[src/rtl/uvmt_axis_st_fifo.sv]
// uvmt_axis_st_fifo: synchronous AXI-Stream FIFO with registered handshake outputs.
// Beats taken on the slave port are replayed in order on the master port. Every
// sideband field travels with its beat. The block also reports the fill level and
// a count of delivered packets.
// The output beat, m_tvalid and s_tready all come straight from flops. Their next
// values are computed from the post-edge state, so no input feeds an output
// combinationally.

// Protocol invariants of the FIFO, kept apart from the datapath.
module uvmt_axis_st_fifo_chk #(
    parameter int DEPTH   = 4,
    parameter int CNT_W   = 3,
    parameter int ENTRY_W = 57
) (
    input logic               clk,
    input logic               reset_n,
    input logic               s_tready,
    input logic               m_tvalid,
    input logic               m_tready,
    input logic [ENTRY_W-1:0] m_entry,
    input logic [CNT_W-1:0]   fill_level
);

    a_fill_bound : assert property (@(posedge clk) disable iff (!reset_n)
        fill_level <= CNT_W'(DEPTH));

    a_valid_tracks_fill : assert property (@(posedge clk) disable iff (!reset_n)
        m_tvalid == (fill_level != {CNT_W{1'b0}}));

    a_full_blocks_ready : assert property (@(posedge clk) disable iff (!reset_n)
        (fill_level == CNT_W'(DEPTH)) |-> !s_tready);

    a_empty_payload_zero : assert property (@(posedge clk) disable iff (!reset_n)
        !m_tvalid |-> (m_entry == {ENTRY_W{1'b0}}));

    a_stall_stable : assert property (@(posedge clk) disable iff (!reset_n)
        (m_tvalid && !m_tready) |=> (m_tvalid && $stable(m_entry)));

endmodule

module uvmt_axis_st_fifo #(
    parameter int DATA_WIDTH = 32,
    parameter int ID_WIDTH   = 8,
    parameter int DEST_WIDTH = 4,
    parameter int USER_WIDTH = 8,
    parameter int DEPTH      = 4
) (
    input  logic                      clk,
    input  logic                      reset_n,
    input  logic                      s_tvalid,
    output logic                      s_tready,
    input  logic [DATA_WIDTH-1:0]     s_tdata,
    input  logic [DATA_WIDTH/8-1:0]   s_tkeep,
    input  logic                      s_tlast,
    input  logic [ID_WIDTH-1:0]       s_tid,
    input  logic [DEST_WIDTH-1:0]     s_tdest,
    input  logic [USER_WIDTH-1:0]     s_tuser,
    output logic                      m_tvalid,
    input  logic                      m_tready,
    output logic [DATA_WIDTH-1:0]     m_tdata,
    output logic [DATA_WIDTH/8-1:0]   m_tkeep,
    output logic                      m_tlast,
    output logic [ID_WIDTH-1:0]       m_tid,
    output logic [DEST_WIDTH-1:0]     m_tdest,
    output logic [USER_WIDTH-1:0]     m_tuser,
    output logic [$clog2(DEPTH):0]    fill_level,
    output logic [31:0]               pkt_count
);

    localparam int KEEP_WIDTH = DATA_WIDTH / 8;
    localparam int PTR_W      = $clog2(DEPTH);
    localparam int CNT_W      = PTR_W + 1;
    localparam int ENTRY_W    = DATA_WIDTH + KEEP_WIDTH + 1 + ID_WIDTH + DEST_WIDTH + USER_WIDTH;

    localparam logic [CNT_W-1:0] DEPTH_CNT = CNT_W'(DEPTH);

    // Storage and pointers. Pointers wrap naturally because DEPTH is a power of two.
    // fill_q disambiguates full from empty.
    logic [ENTRY_W-1:0] mem_q [DEPTH];
    logic [ENTRY_W-1:0] mem_d [DEPTH];
    logic [PTR_W-1:0]   wr_ptr_q, wr_ptr_d;
    logic [PTR_W-1:0]   rd_ptr_q, rd_ptr_d;
    logic [CNT_W-1:0]   fill_q, fill_d;

    // Registered interface state.
    logic               s_tready_q, s_tready_d;
    logic               m_tvalid_q, m_tvalid_d;
    logic [ENTRY_W-1:0] m_entry_q, m_entry_d;
    logic [31:0]        pkt_count_q, pkt_count_d;

    // Handshakes qualified by the registered valid/ready. This ensures that only
    // accepted beats are ever written, whatever the upstream does while stalled.
    logic               push_s;
    logic               pop_s;
    logic [ENTRY_W-1:0] s_entry_s;

    assign push_s    = s_tvalid & s_tready_q;
    assign pop_s     = m_tvalid_q & m_tready;
    assign s_entry_s = {s_tdata, s_tkeep, s_tlast, s_tid, s_tdest, s_tuser};

    assign s_tready   = s_tready_q;
    assign m_tvalid   = m_tvalid_q;
    assign fill_level = fill_q;
    assign pkt_count  = pkt_count_q;
    assign {m_tdata, m_tkeep, m_tlast, m_tid, m_tdest, m_tuser} = m_entry_q;

    // Write side: store the accepted beat at wr_ptr and advance the pointer.
    always_comb begin
        mem_d    = mem_q;
        wr_ptr_d = wr_ptr_q;
        if (push_s) begin
            mem_d[wr_ptr_q] = s_entry_s;
            wr_ptr_d        = wr_ptr_q + PTR_W'(1);
        end else begin
            wr_ptr_d = wr_ptr_q;
        end
    end

    // Read side and occupancy: retire the head on a pop and track entries held.
    always_comb begin
        rd_ptr_d = rd_ptr_q;
        fill_d   = fill_q;
        if (pop_s) begin
            rd_ptr_d = rd_ptr_q + PTR_W'(1);
        end else begin
            rd_ptr_d = rd_ptr_q;
        end
        case ({push_s, pop_s})
            2'b10:   fill_d = fill_q + CNT_W'(1);
            2'b01:   fill_d = fill_q - CNT_W'(1);
            default: fill_d = fill_q;
        endcase
    end

    // Next registered outputs are taken from the post-edge state. The head is read
    // from mem_d so that a beat written into an empty FIFO appears one edge later.
    // Ready depends only on the next occupancy, never on s_tvalid or m_tready.
    always_comb begin
        m_tvalid_d = 1'b0;
        m_entry_d  = {ENTRY_W{1'b0}};
        s_tready_d = (fill_d < DEPTH_CNT);
        if (fill_d != {CNT_W{1'b0}}) begin
            m_tvalid_d = 1'b1;
            m_entry_d  = mem_d[rd_ptr_d];
        end else begin
            m_tvalid_d = 1'b0;
            m_entry_d  = {ENTRY_W{1'b0}};
        end
    end

    // Delivered-packet counter: one count per popped beat carrying tlast, wrapping at 2^32.
    always_comb begin
        pkt_count_d = pkt_count_q;
        if (pop_s && m_tlast) begin
            pkt_count_d = pkt_count_q + 32'd1;
        end else begin
            pkt_count_d = pkt_count_q;
        end
    end

    // State registers. Reset drops every stored beat and clears all outputs at once.
    always_ff @(posedge clk or negedge reset_n) begin
        if (!reset_n) begin
            mem_q       <= '{default: {ENTRY_W{1'b0}}};
            wr_ptr_q    <= {PTR_W{1'b0}};
            rd_ptr_q    <= {PTR_W{1'b0}};
            fill_q      <= {CNT_W{1'b0}};
            s_tready_q  <= 1'b0;
            m_tvalid_q  <= 1'b0;
            m_entry_q   <= {ENTRY_W{1'b0}};
            pkt_count_q <= 32'd0;
        end else begin
            mem_q       <= mem_d;
            wr_ptr_q    <= wr_ptr_d;
            rd_ptr_q    <= rd_ptr_d;
            fill_q      <= fill_d;
            s_tready_q  <= s_tready_d;
            m_tvalid_q  <= m_tvalid_d;
            m_entry_q   <= m_entry_d;
            pkt_count_q <= pkt_count_d;
        end
    end

    uvmt_axis_st_fifo_chk #(
        .DEPTH   (DEPTH),
        .CNT_W   (CNT_W),
        .ENTRY_W (ENTRY_W)
    ) u_chk (
        .clk        (clk),
        .reset_n    (reset_n),
        .s_tready   (s_tready_q),
        .m_tvalid   (m_tvalid_q),
        .m_tready   (m_tready),
        .m_entry    (m_entry_q),
        .fill_level (fill_q)
    );

endmodule

[config.mk]
export PLATFORM = sky130hd
export DESIGN_NAME = uvmt_axis_st_fifo
export DESIGN_NICKNAME = d
export VERILOG_FILES = /design/src/rtl/uvmt_axis_st_fifo.sv
export SDC_FILE = /design/constraint.sdc
export NUM_CORES = 1
export LEC_CHECK = 0
export ABC_AREA = 1
export ABC_CLOCK_PERIOD_IN_PS = 2700
export CAP_MARGIN = 0
export CORE_ASPECT_RATIO = 1.75
export CORE_MARGIN = 5
export CORE_UTILIZATION = 45
export DETAILED_ROUTE_END_ITERATION = 10
export PLACE_DENSITY = 0.65
export SETUP_SLACK_MARGIN = 0.1
export SKIP_LAST_GASP = 1
export SLEW_MARGIN = 40
export SYNTH_ARGS = -nofsm -noshare
export SYNTH_HDL_FRONTEND = slang
export SYNTH_HIERARCHICAL = 1
export SYNTH_SLANG_ARGS = --single-unit
[constraint.sdc]
create_clock -name clk -period 2.7 [get_ports clk]
set_input_delay 0.54 -clock clk [delete_from_list [all_inputs] [get_ports clk]]
set_output_delay 0.54 -clock clk [all_outputs]
set_load 0.02 [all_outputs]
==> insert_results.sql, run 1 <==
INSERT INTO impl_metrics (metric_group, metric, value, unit) VALUES
('grt', 'grt_overflow_total', '0', ''),
('floorplanning', 'fp.coreArea', '33850', 'um2'),
('route', 'firstDrtPassIters', '5', ''),
('floorplanning', 'io_pins', '155', ''),
('sta', 'timing_worst_slew_pin_value', '0.6165', 'ns'),
('clocking', 'clock_path_buffers', '3', ''),
('critical_path', 'cp_data_arrival_time', '2.82', 'ns'),
('grt', 'grt_max_degree', '78', ''),
('critical_path', 'setup.worst_path.end_class', 'flop', ''),
('clocking', 'tritoncts', 'yes', ''),
('power_and_ir_drop', 'net_switching_power', '9791', 'uW'),
('route', 'drc_errors', '0', ''),
('min_path', 'timing.hold.worst.class', 'reg2reg', ''),
('yosys', 'synth.cell_area', '15450', 'um2'),
('finish', 'layout.filler_cells', '3204', ''),
('floorplanning', 'initial_utilization', '45.64', '%'),
('route', 'vias_per_cell', '4.945', ''),
('critical_path', 'cpMaxStageDelayCell', 'clkdlybuf4s50_1', ''),
('place', 'dpl-instance-area', '18250', 'um2'),
('sta', 'timing.final.crit_share', '86.05', '%'),
('sta', 'rsz0062_at_grt', 'no', ''),
('outcome', 'result_of_the_run', 'complete, no violations', ''),
('power_and_ir_drop', 'power.share.switching', '40.16', '%'),
('critical_path', 'rr_endpoint', 'm_entry_q[27]', ''),
('finish', 'layout_cell_share_with_drive_strength_beyond_1', '7.730', '%'),
('route', 'postRouteAntennaNets', '0', ''),
('sta', 'final.setup_skew', '0.01243', 'ns'),
('floorplanning', 'die_y', '255.1', 'um'),
('place', 'post_detailed_placement_half_perimeter_wirelength', '27590', 'um'),
('yosys', 'postSynthNetCount', '2095', ''),
('route', 'wl', '42400', 'um'),
('min_path', 'worst_hold_path.num_cells', '2', ''),
('power_and_ir_drop', 'combPwrFrac', '49.1', '%'),
('sta', 'slew_viol_final', '0', ''),
('finish', 'layout-area-overhead-vs-synth', '25.29', '%'),
('yosys', 'syn-instance-count', '2027', ''),
('clocking', 'post-cts-setup-buffers', '0', ''),
('sta', 'setup_slack', '0.3767', 'ns'),
('critical_path', 'timing_worst_setup_path_type', 'in2reg', ''),
('critical_path', 'critical-path-max-stage-delay', '0.56', 'ns'),
('grt', 'track_usage', '22.60', '%'),
('sta', 'final-setup-viol-count', '0', ''),
('clocking', 'ctsHtreeMaxLevel', '1', ''),
('place', 'port-buffer-count', '154', ''),
('clocking', 'cts_buffers', '31', ''),
('power_and_ir_drop', 'power.clock.fraction', '19.1', '%'),
('sta', 'relSlewSlack', '58.90', '%'),
('sta', 'fmax', '0.4304', 'GHz'),
('yosys', 'syn-mean-instance-area', '7.623', 'um2'),
('sta', 'hold_viol_final', '0', ''),
('min_path', 'hold_path_end', 'mem_q[149]', ''),
('yosys', 'synth_cell_type_count', '27', ''),
('place', 'gp_congestion', '0.8414', ''),
('clocking', 'clk_pin_slew_worst_paths', '0.06', 'ns'),
('clocking', 'cts_num_sinks', '326', ''),
('yosys', 'synth_seq_area_share', '52.80', '%'),
('power_and_ir_drop', 'leakage', '0.01015', 'uW'),
('critical_path', 'top_cell_by_count_worst_path', 'nor2_1', ''),
('min_path', 'hold_start', 'mem_q[149]', ''),
('finish', 'multi_input_comb_area', '5817', 'um2'),
('place', 'post-place-cells', '2637', ''),
('grt', 'grt_pass1_vias', '13500', ''),
('grt', 'grt_first_pass_wirelength', '69500', 'um'),
('route', 'drt-wirelength-per-cell', '15.74', 'um'),
('power_and_ir_drop', 'vdd_ir_drop_max', '0.6899', 'mV'),
('yosys', 'synth_warnings', '6', ''),
('power_and_ir_drop', 'power.internal', '14590', 'uW'),
('route', 'initialDrtViolationCount', '704', ''),
('floorplanning', 'area_of_the_die', '38290', 'um2'),
('finish', 'stdcell_count', '2694', ''),
('finish', 'layout_nets', '2284', '');
==> power by group through the flow <==
stage               logic [uW]  registers (uW)  clock network [uW]
floorplan                 6820            8200                   0
global placement         11700            7790                   0
detailed placement       12000            7830                   0
CTS                      12100            7760                4780
global route             13500            7930                4960
finish                   12000            7740                4670
==> cells by family (layout without fill, tap and decap cells) <==
family          count (synthesis)  in the layout  share of synthesized area [%]
compound gates                171            171                          6.462
mux                             1              1                        0.07288
other cells                     0              1                              0
xor+xnor                       26             26                          1.474
fa+ha+maj                       7              7                         0.6154
buf+inv                       379            590                          9.855
simple gates                 1117           1117                          28.72
flops                         326            326                          52.80
==> synth_stat cells (all sizes together) <==
library cell	count	area share, %
buf	72	2.4
nand4	10	0.40
nor3	2	0.065
nor2	202	5.1
fa	1	0.13
nand3	142	4.6
inv	276	6.7
o21ai	113	3.7
nand2	759	18
ha	6	0.49
o21a	57	2.8
dfrtp	326	53
xor2	11	0.62
xnor2	15	0.85
mux2	1	0.073
clkbuf	31	0.75
a21oi	1	0.032
or2	1	0.041
and2	1	0.041
==> how the worst max path moves through the flow <==
stage                     startpoint       endpoint  slack, ns  depth (start not counted)
after detailed placement    s_tvalid  m_entry_q[26]      -0.20                         11
after floorplan             s_tvalid  m_entry_q[27]       0.12                         14
after global routing        s_tvalid  m_entry_q[41]       0.23                         11
after CTS                   s_tready       s_tready       0.38                          2
final                       s_tvalid  m_entry_q[27]       0.38                         11
after global placement      s_tvalid  m_entry_q[39]      -0.07                         11
==> state kept, by name (all words and copies together), names as in the netlist <==
| signal | cells |
|---|---|
| wr_ptr_q | 2 |
| m_entry_q | 57 |
| m_tvalid | 1 |
| pkt_count | 32 |
| s_tready | 1 |
| mem_q | 228 |
| fill_level | 3 |
| rd_ptr_q | 2 |
==> layout make-up <==
cell class | count | area share [%]
timing repair buffer | 259 | 13.82
sequential | 326 | 42.14
clock buffer | 48 | 4.957
tap | 455 | 2.941
clock inverter | 7 | 0.7174
inverter | 276 | 5.365
antenna | 1 | 0.01293
multi-input combinational | 1322 | 30.05
==> routing by layer <==
layer,part of all wire (%),global-route usage (%)
met5,0,0
met4,3.9,8.846
met3,4.1,2.338
met2,53,42.27
met1,39,26.31
==> layout by cell type (no fill, tap or decap), types with 2 or more instances in the layout <==
cell             netlist  final
nor2_1               197    197
inv_1                272    270
clkbuf_1              31      5
o21ai_0               58     58
inv_2                  4      5
clkinv_2               0      2
nand2_1              758    756
nor2_2                 3      2
buf_4                  8     77
nor3_1                 2      2
nand2_4                1      2
o21ai_1               55     55
bufinv_16              0      4
clkbuf_8               0     12
nand4_1               10     10
dfrtp_1              326    326
o21a_1                57     57
nand3_1              141    140
ha_1                   6      6
clkdlybuf4s50_1        0    153
buf_12                 0     27
clkbuf_16              0     31
xnor2_1               15     15
xor2_1                11     10
nor2_4                 2      3
==> through the flow <==
stage	util [%]	hold slack [ns]
after floorplan	-	0.2444
after global placement	53.90	0.4496
after detailed placement	53.90	0.4555
after CTS	57.18	0.4712
after global routing	57.19	0.4867
final	57.19	0.4690
==> critical path, delay by kind of cell <==
| kind | cells | cell delay [ns] |
|---|---|---|
| and+or+nand+nor | 5 | 0.55 |
| adders and majority gates | 2 | 0.58 |
| buffers and inverters | 3 | 0.86 |
| AOI/OAI and AO/OA | 1 | 0.26 |
==> what timing repair did <==
action | CTS | global route
resized for setup | 0 | 0
hold buffers | 1 | 0
setup endpoints to repair | 0 | 0
endpoints found under the hold margin | 58 | 0
(Power assumes the default switching activity.)
==> inputs of run 2 (changes only) <==
--- a/config.mk
+++ b/config.mk
@@ -12,7 +12,7 @@
 export CORE_MARGIN = 5
 export CORE_UTILIZATION = 45
 export DETAILED_ROUTE_END_ITERATION = 10
-export PLACE_DENSITY = 0.65
+export DONT_BUFFER_PORTS = 1
 export SETUP_SLACK_MARGIN = 0.1
 export SKIP_LAST_GASP = 1
 export SLEW_MARGIN = 40
==> insert_results.sql, run 2 (synthesized netlist as in run 1, its figures left out) <==
INSERT INTO impl_metrics (metric_group, metric, value, unit) VALUES
('clocking', 'clock_path_buffers', '3', ''),
('finish', 'layout_cell_share_with_drive_strength_beyond_1', '4.778', '%'),
('clocking', 'post-cts-setup-buffers', '0', ''),
('route', 'drt-wirelength-per-cell', '16.50', 'um'),
('finish', 'mostFrequentLayoutCell', 'nand2_1', ''),
('sta', 'finalCriticalPeriod', '2.291', 'ns'),
('floorplanning', 'fp.coreArea', '33850', 'um2'),
('sta', 'timing.final.crit_share', '84.86', '%'),
('power_and_ir_drop', 'power.share.switching', '42.34', '%'),
('clocking', 'clkLatencyLatePin', '0.58', 'ns'),
('sta', 'final-setup-viol-count', '0', ''),
('finish', 'most_frequent_cells_in_the_layout', 'nand2_1 (756), dfrtp_1 (326), inv_1 (270)', ''),
('clocking', 'ctsResizeCount', '0', ''),
('route', 'firstDrtPassIters', '5', ''),
('critical_path', 'cpMaxStageDelayCell', 'fa_1', ''),
('route', 'initialDrtViolationCount', '685', ''),
('sta', 'timing_worst_slew_pin_value', '0.7364', 'ns'),
('critical_path', 'critPathTopFamily', 'adder cells', ''),
('critical_path', 'r2r.worst_path.cells', '12', ''),
('power_and_ir_drop', 'power.internal', '12600', 'uW'),
('power_and_ir_drop', 'power.clock.fraction', '19.8', '%'),
('clocking', 'clk_pin_slew_worst_paths', '0.07', 'ns'),
('route', 'postRouteAntennaNets', '0', ''),
('critical_path', 'critical-path-max-stage-delay', '0.42', 'ns'),
('critical_path', 'regToRegSetupSlack', '0.41', 'ns'),
('floorplanning', 'die_y', '255.1', 'um'),
('clocking', 'clock-root-buffer', 'clkbuf_16', ''),
('outcome', 'result_of_the_run', 'finished, violations left', ''),
('finish', 'layout-area-overhead-vs-synth', '9.669', '%'),
('outcome', 'violations', 'negative hold slack', ''),
('power_and_ir_drop', 'vdd_ir_drop_max', '1.077', 'mV'),
('clocking', 'tritoncts', 'yes', ''),
('finish', 'largest_register_ff_count', '228', ''),
('route', 'wl', '40660', 'um'),
('power_and_ir_drop', 'power-per-cell-area', '1290', 'nW/um2'),
('critical_path', 'required', '3.20', 'ns'),
('power_and_ir_drop', 'leakage', '0.009069', 'uW'),
('critical_path', 'rr_endpoint', 'm_entry_q[45]', ''),
('place', 'port-buffer-count', '0', ''),
('route', 'vias', '12200', ''),
('finish', 'layout_nets', '2055', ''),
('sta', 'relSlewSlack', '50.91', '%'),
('critical_path', 'cp_data_arrival_time', '2.79', 'ns'),
('floorplanning', 'io_pins', '155', ''),
('floorplanning', 'initial_utilization', '45.64', '%'),
('floorplanning', 'placement_rows', '89', ''),
('grt', 'grt_first_pass_wirelength', '65070', 'um'),
('critical_path', 'crit_buf_inv', '4', ''),
('floorplanning', 'area_of_the_die', '38290', 'um2'),
('sta', 'setup_tns', '0', 'ns'),
('critical_path', 'r2r-start', 'm_tvalid', ''),
('finish', 'layout.filler_cells', '3373', ''),
('power_and_ir_drop', 'combPwrFrac', '41.6', '%'),
('sta', 'final.setup_skew', '0.009818', 'ns'),
('clocking', 'ctsHtreeMaxLevel', '1', ''),
('sta', 'fmax', '0.4364', 'GHz'),
('sta', 'rsz0062_at_grt', 'no', ''),
('power_and_ir_drop', 'power.share.sequential', '38.6', '%'),
('critical_path', 'setup.worst_path.start_class', 'flop', ''),
('min_path', 'timing.hold.worst.class', 'in2async', ''),
('route', 'drc_errors', '0', ''),
('place', 'post-place-cells', '2409', ''),
('grt', 'grt_antenna_before_repair', '0', ''),
('sta', 'hold_viol_final', '326', ''),
('flow_run', 'max_cap_viol_count', '0', ''),
('grt', 'grt_overflow_total', '0', ''),
('finish', 'top_register', 'mem_q', ''),
('critical_path', 'timing_worst_setup_path_type', 'reg2reg', ''),
('sta', 'worst_hold_slack', '-0.3425', 'ns'),
('clocking', 'cts_buffers', '31', ''),
('place', 'gp_congestion', '0.7914', ''),
('power_and_ir_drop', 'net_switching_power', '9257', 'uW'),
('critical_path', 'cp_max_fo', '18', ''),
('critical_path', 'setup.worst_path.end_class', 'flop', ''),
('clocking', 'cts_num_sinks', '326', ''),
('finish', 'stdcell_count', '2464', ''),
('grt', 'track_usage', '21.39', '%'),
('floorplanning', 'die_boundary_width', '150.1', 'um'),
('grt', 'grt_pass1_vias', '12000', ''),
('sta', 'setup_slack', '0.4087', 'ns'),
('place', 'place_ws', '0.2795', 'ns'),
('grt', 'grt_max_degree', '327', ''),
('route', 'vias_per_cell', '4.953', ''),
('sta', 'slew_viol_final', '0', ''),
('critical_path', 'timing.critical_path.cells', 'nand2_1 > inv_1 > ha_1 > inv_1 > fa_1 > o21ai_0 > nor2_1 > nand3_2 > buf_12 > buf_4 > nand2_1 > nor2_1', ''),
('place', 'post_detailed_placement_half_perimeter_wirelength', '24680', 'um'),
('finish', 'antenna_cells', '0', '');
run 2: changes by cell type in the layout (fill, tap and decap cells not counted), sizes merged:
cell / delta
clkinvlp: +2
diode: -1
clkbuf: -1
clkdlybuf4s50: -153
bufinv: -3
buf: -75
clkinv: +2
dlygate4sd3: -1
run 2: metal layers:
metal	track usage, %	vias to the layer above	routed length (um)
met5	0	-	0
met4	8.558	0	1602
met3	4.128	103	2498
met2	38.53	289	20880
met1	24.89	5774	15680
li1	-	6037	-
run 2: final cells by class:
cell class | count | area (um2) | share of cell area (%)
clock buffers | 47 | 925.9 | 5.464
clock inverters | 8 | 73.82 | 0.4356
inverters | 276 | 1039 | 6.129
multi-input cells | 1322 | 5817 | 34.33
flip-flops and latches | 326 | 8158 | 48.14
well taps | 455 | 569.3 | 3.360
repair buffers | 30 | 362.8 | 2.141
run 2: worst max path at each step:
stage	start	endpoint	slack, ns	cells past startpoint
finish	m_tvalid	m_entry_q[45]	0.41	12
global route	s_tready	m_entry_q[42]	0.27	12
CTS	m_tvalid	m_entry_q[44]	0.42	12
detailed placement	m_tready	m_entry_q[44]	0.28	12
global placement	m_tready	m_entry_q[42]	0.34	12
floorplan	s_tvalid	m_entry_q[27]	0.12	14
run 2: power groups by stage:
stage          clock network [uW]  registers (uW)  logic [uW]
2_1_floorplan                   0            8200        6820
3_5_place_dp                    0            8570        9160
5_1_grt                      4640            8640       10400
3_3_place_gp                    0            8520        8920
6_report                     4330            8430        9100
4_1_cts                      4430            8490        9200
run 2: stage by stage:
| stage | instance area [um2] | utilization (%) | power, uW |
|---|---|---|---|
| finish | 16950 | 50.06 | 21860 |
| global route | 16950 | 50.06 | 23710 |
| CTS | 16950 | 50.06 | 22120 |
| detailed placement | 15950 | 47.10 | 17730 |
| global placement | 15950 | 47.10 | 17440 |
| floorplan | 15450 | - | 15020 |
run 2: worst register-to-register path: cells and delay by family, from the launching register on:
kind                     cells  cell delay (ns)
buffers and inverters        4             0.53
flip-flops                   1             0.38
AO/OA/AOI/OAI                1             0.23
AND/OR/NAND/NOR              5             0.49
adder cells (fa/ha/maj)      2             0.60
==> inputs of run 3 (changes only) <==
--- a/config.mk
+++ b/config.mk
@@ -6,7 +6,7 @@
 export NUM_CORES = 1
 export LEC_CHECK = 0
 export ABC_AREA = 1
-export ABC_CLOCK_PERIOD_IN_PS = 2700
+export ABC_CLOCK_PERIOD_IN_PS = 2150
 export CAP_MARGIN = 0
 export CORE_ASPECT_RATIO = 1.75
 export CORE_MARGIN = 5
==> constraint.sdc (replaced) <==
create_clock -name clk -period 2.15 [get_ports clk]
set_input_delay 0.43 -clock clk [delete_from_list [all_inputs] [get_ports clk]]
set_output_delay 0.43 -clock clk [all_outputs]
set_load 0.02 [all_outputs]
==> insert_results.sql, run 3 (synthesized netlist as in run 1, its figures left out) <==
INSERT INTO impl_metrics (metric_group, metric, value, unit) VALUES
('outcome', 'result_of_the_run', 'finished, violations left', ''),
('outcome', 'violations', 'negative hold slack', ''),
('sta', 'final-setup-viol-count', '0', ''),
('clocking', 'cts_num_sinks', '326', ''),
('finish', 'largest_register_ff_count', '228', ''),
('floorplanning', 'io_pins', '155', ''),
('finish', 'area_of_all_sequential_standard_cells', '8159', 'um2'),
('sta', 'slew_viol_final', '0', ''),
('route', 'wl', '41990', 'um'),
('critical_path', 'setup.worst_path.start_class', 'flop', ''),
('critical_path', 'required', '2.59', 'ns'),
('min_path', 'timing.hold.worst.class', 'in2async', ''),
('sta', 'final.setup_skew', '0.01708', 'ns'),
('place', 'port-buffer-count', '0', ''),
('sta', 'hold_viol_final', '326', ''),
('clocking', 'clk_pin_slew_worst_paths', '0.06', 'ns'),
('grt', 'grt_pass1_vias', '12260', ''),
('route', 'postRouteAntennaNets', '0', ''),
('power_and_ir_drop', 'leakage', '0.009394', 'uW'),
('clocking', 'ctsHtreeMaxLevel', '2', ''),
('grt', 'track_usage', '21.94', '%'),
('sta', 'timing.final.crit_share', '97.74', '%'),
('sta', 'rsz0062_at_grt', 'yes', ''),
('route', 'vias_per_cell', '4.959', ''),
('finish', 'stdcell_count', '2499', ''),
('finish', 'most_frequent_cells_in_the_layout', 'nand2_1 (734), dfrtp_1 (325), inv_1 (268)', ''),
('finish', 'antenna_cells', '0', ''),
('clocking', 'clock_path_buffers', '3', ''),
('power_and_ir_drop', 'vdd_ir_drop_max', '0.8052', 'mV'),
('sta', 'worst_hold_slack', '-0.3919', 'ns'),
('floorplanning', 'initial_utilization', '45.64', '%'),
('finish', 'layout.core_utilization', '52.32', '%'),
('critical_path', 'cp_max_fo', '8', ''),
('critical_path', 'setup.worst_path.end_class', 'flop', ''),
('sta', 'fmax', '0.4759', 'GHz'),
('grt', 'grt_max_degree', '327', ''),
('finish', 'layout_nets', '2087', ''),
('clocking', 'cts_buffers', '34', ''),
('route', 'initialDrtViolationCount', '677', ''),
('clocking', 'tritoncts', 'yes', ''),
('place', 'post_detailed_placement_half_perimeter_wirelength', '25400', 'um'),
('floorplanning', 'fp.coreArea', '33850', 'um2'),
('clocking', 'clkLatencyLatePin', '0.53', 'ns'),
('grt', 'grt_overflow_total', '0', ''),
('floorplanning', 'die_y', '255.1', 'um'),
('critical_path', 'cp_data_arrival_time', '2.54', 'ns'),
('route', 'firstDrtPassIters', '5', ''),
('grt', 'grt_first_pass_wirelength', '66160', 'um'),
('finish', 'layout_cell_share_with_drive_strength_beyond_1', '8.268', '%'),
('critical_path', 'r2r.worst_path.cells', '12', ''),
('power_and_ir_drop', 'power-per-cell-area', '1704', 'nW/um2'),
('flow_run', 'max_cap_viol_count', '0', ''),
('floorplanning', 'die_boundary_width', '150.1', 'um'),
('sta', 'relSlewSlack', '32.98', '%'),
('route', 'vias', '12390', ''),
('place', 'gp_congestion', '0.7792', ''),
('sta', 'finalCriticalPeriod', '2.101', 'ns'),
('sta', 'timing_worst_slew_pin_value', '1.005', 'ns'),
('finish', 'layout.filler_cells', '3281', ''),
('finish', 'top_register', 'mem_q', ''),
('finish', 'multi_input_comb_area', '5991', 'um2'),
('clocking', 'clock-root-buffer', 'clkbuf_16', ''),
('power_and_ir_drop', 'power', '30180', 'uW'),
('floorplanning', 'placement_rows', '89', ''),
('finish', 'mostFrequentLayoutCell', 'nand2_1', ''),
('grt', 'grt_antenna_before_repair', '0', ''),
('critical_path', 'timing_worst_setup_path_type', 'reg2reg', ''),
('finish', 'layout-area-overhead-vs-synth', '14.62', '%'),
('route', 'drt-wirelength-per-cell', '16.80', 'um'),
('floorplanning', 'area_of_the_die', '38290', 'um2'),
('route', 'drc_errors', '0', ''),
('place', 'post-place-cells', '2427', '');
run 3: layout make-up:
cell class                 instances  share of cell area (%)
tap                              455                   3.214
multi-input combinational       1322                   33.83
inverter                         276                   5.857
clock buffer                      48                   5.744
sequential                       326                   46.07
clock inverter                    13                  0.8407
timing repair buffer              59                   4.451
run 3: timing repair:
| item | 4_1_cts | 5_1_grt |
|---|---|---|
| setup buffers | 4 | 2 |
| setup endpoints to repair | 31 | 57 |
| endpoints found under the hold margin | 326 | 326 |
| gates cloned | 3 | 2 |
| pin swaps | 8 | 27 |
| gates resized for setup | 11 | 39 |
run 3: worst paths after layout:
path / startpoint / endpoint / slack (ns)
max: s_tready / m_entry_q[41] / 0.05
max in group asynchronous: reset_n / mem_q[205] / 1.71
min in group clk: s_tid[0] / mem_q[183] / 0.03
min: reset_n / mem_q[9] / -0.39
max reg2reg: s_tready / m_entry_q[41] / 0.05
min reg2reg: mem_q[125] / mem_q[125] / 0.47
run 3: per-layer routing:
metal  GRT usage (%)  share of wire (%)  vias up
met5               0                  0        -
met2           40.34                 53      276
li1                -                  -     6129
met4           8.479                3.3        0
met3           4.358                5.3       74
met1           24.86                 39     5914
run 3: where the power goes:
part	switching [uW]	internal, uW
Combinational	8330	5140
Sequential	1720	8810
Clock	2510	3670
run 3: stage by stage:
stage | cell area (um2) | worst slack [ns] | hold slack, ns | TNS [ns]
2_1_floorplan | 15510 | -0.1082 | 0.1344 | -2.943
3_3_place_gp | 16200 | 0.05409 | 0.1477 | 0
3_5_place_dp | 16200 | 0.001726 | 0.1475 | 0
4_1_cts | 17520 | 0.02494 | -0.4170 | 0
5_1_grt | 17710 | -0.03882 | -0.4151 | -0.6258
6_report | 17710 | 0.04864 | -0.3919 | 0
run 3: critical path, stage by stage (launching register included):
cell and delay (ns):
dfrtp_2 0.42, nand2_4 0.10, ha_4 0.13, inv_2 0.04
fa_2 0.33, or2_1 0.23, nand3_1 0.09, nand2_2 0.08
nand3_4 0.11, buf_12 0.17, buf_12 0.17, nand2_2 0.05
nor2_1 0.10
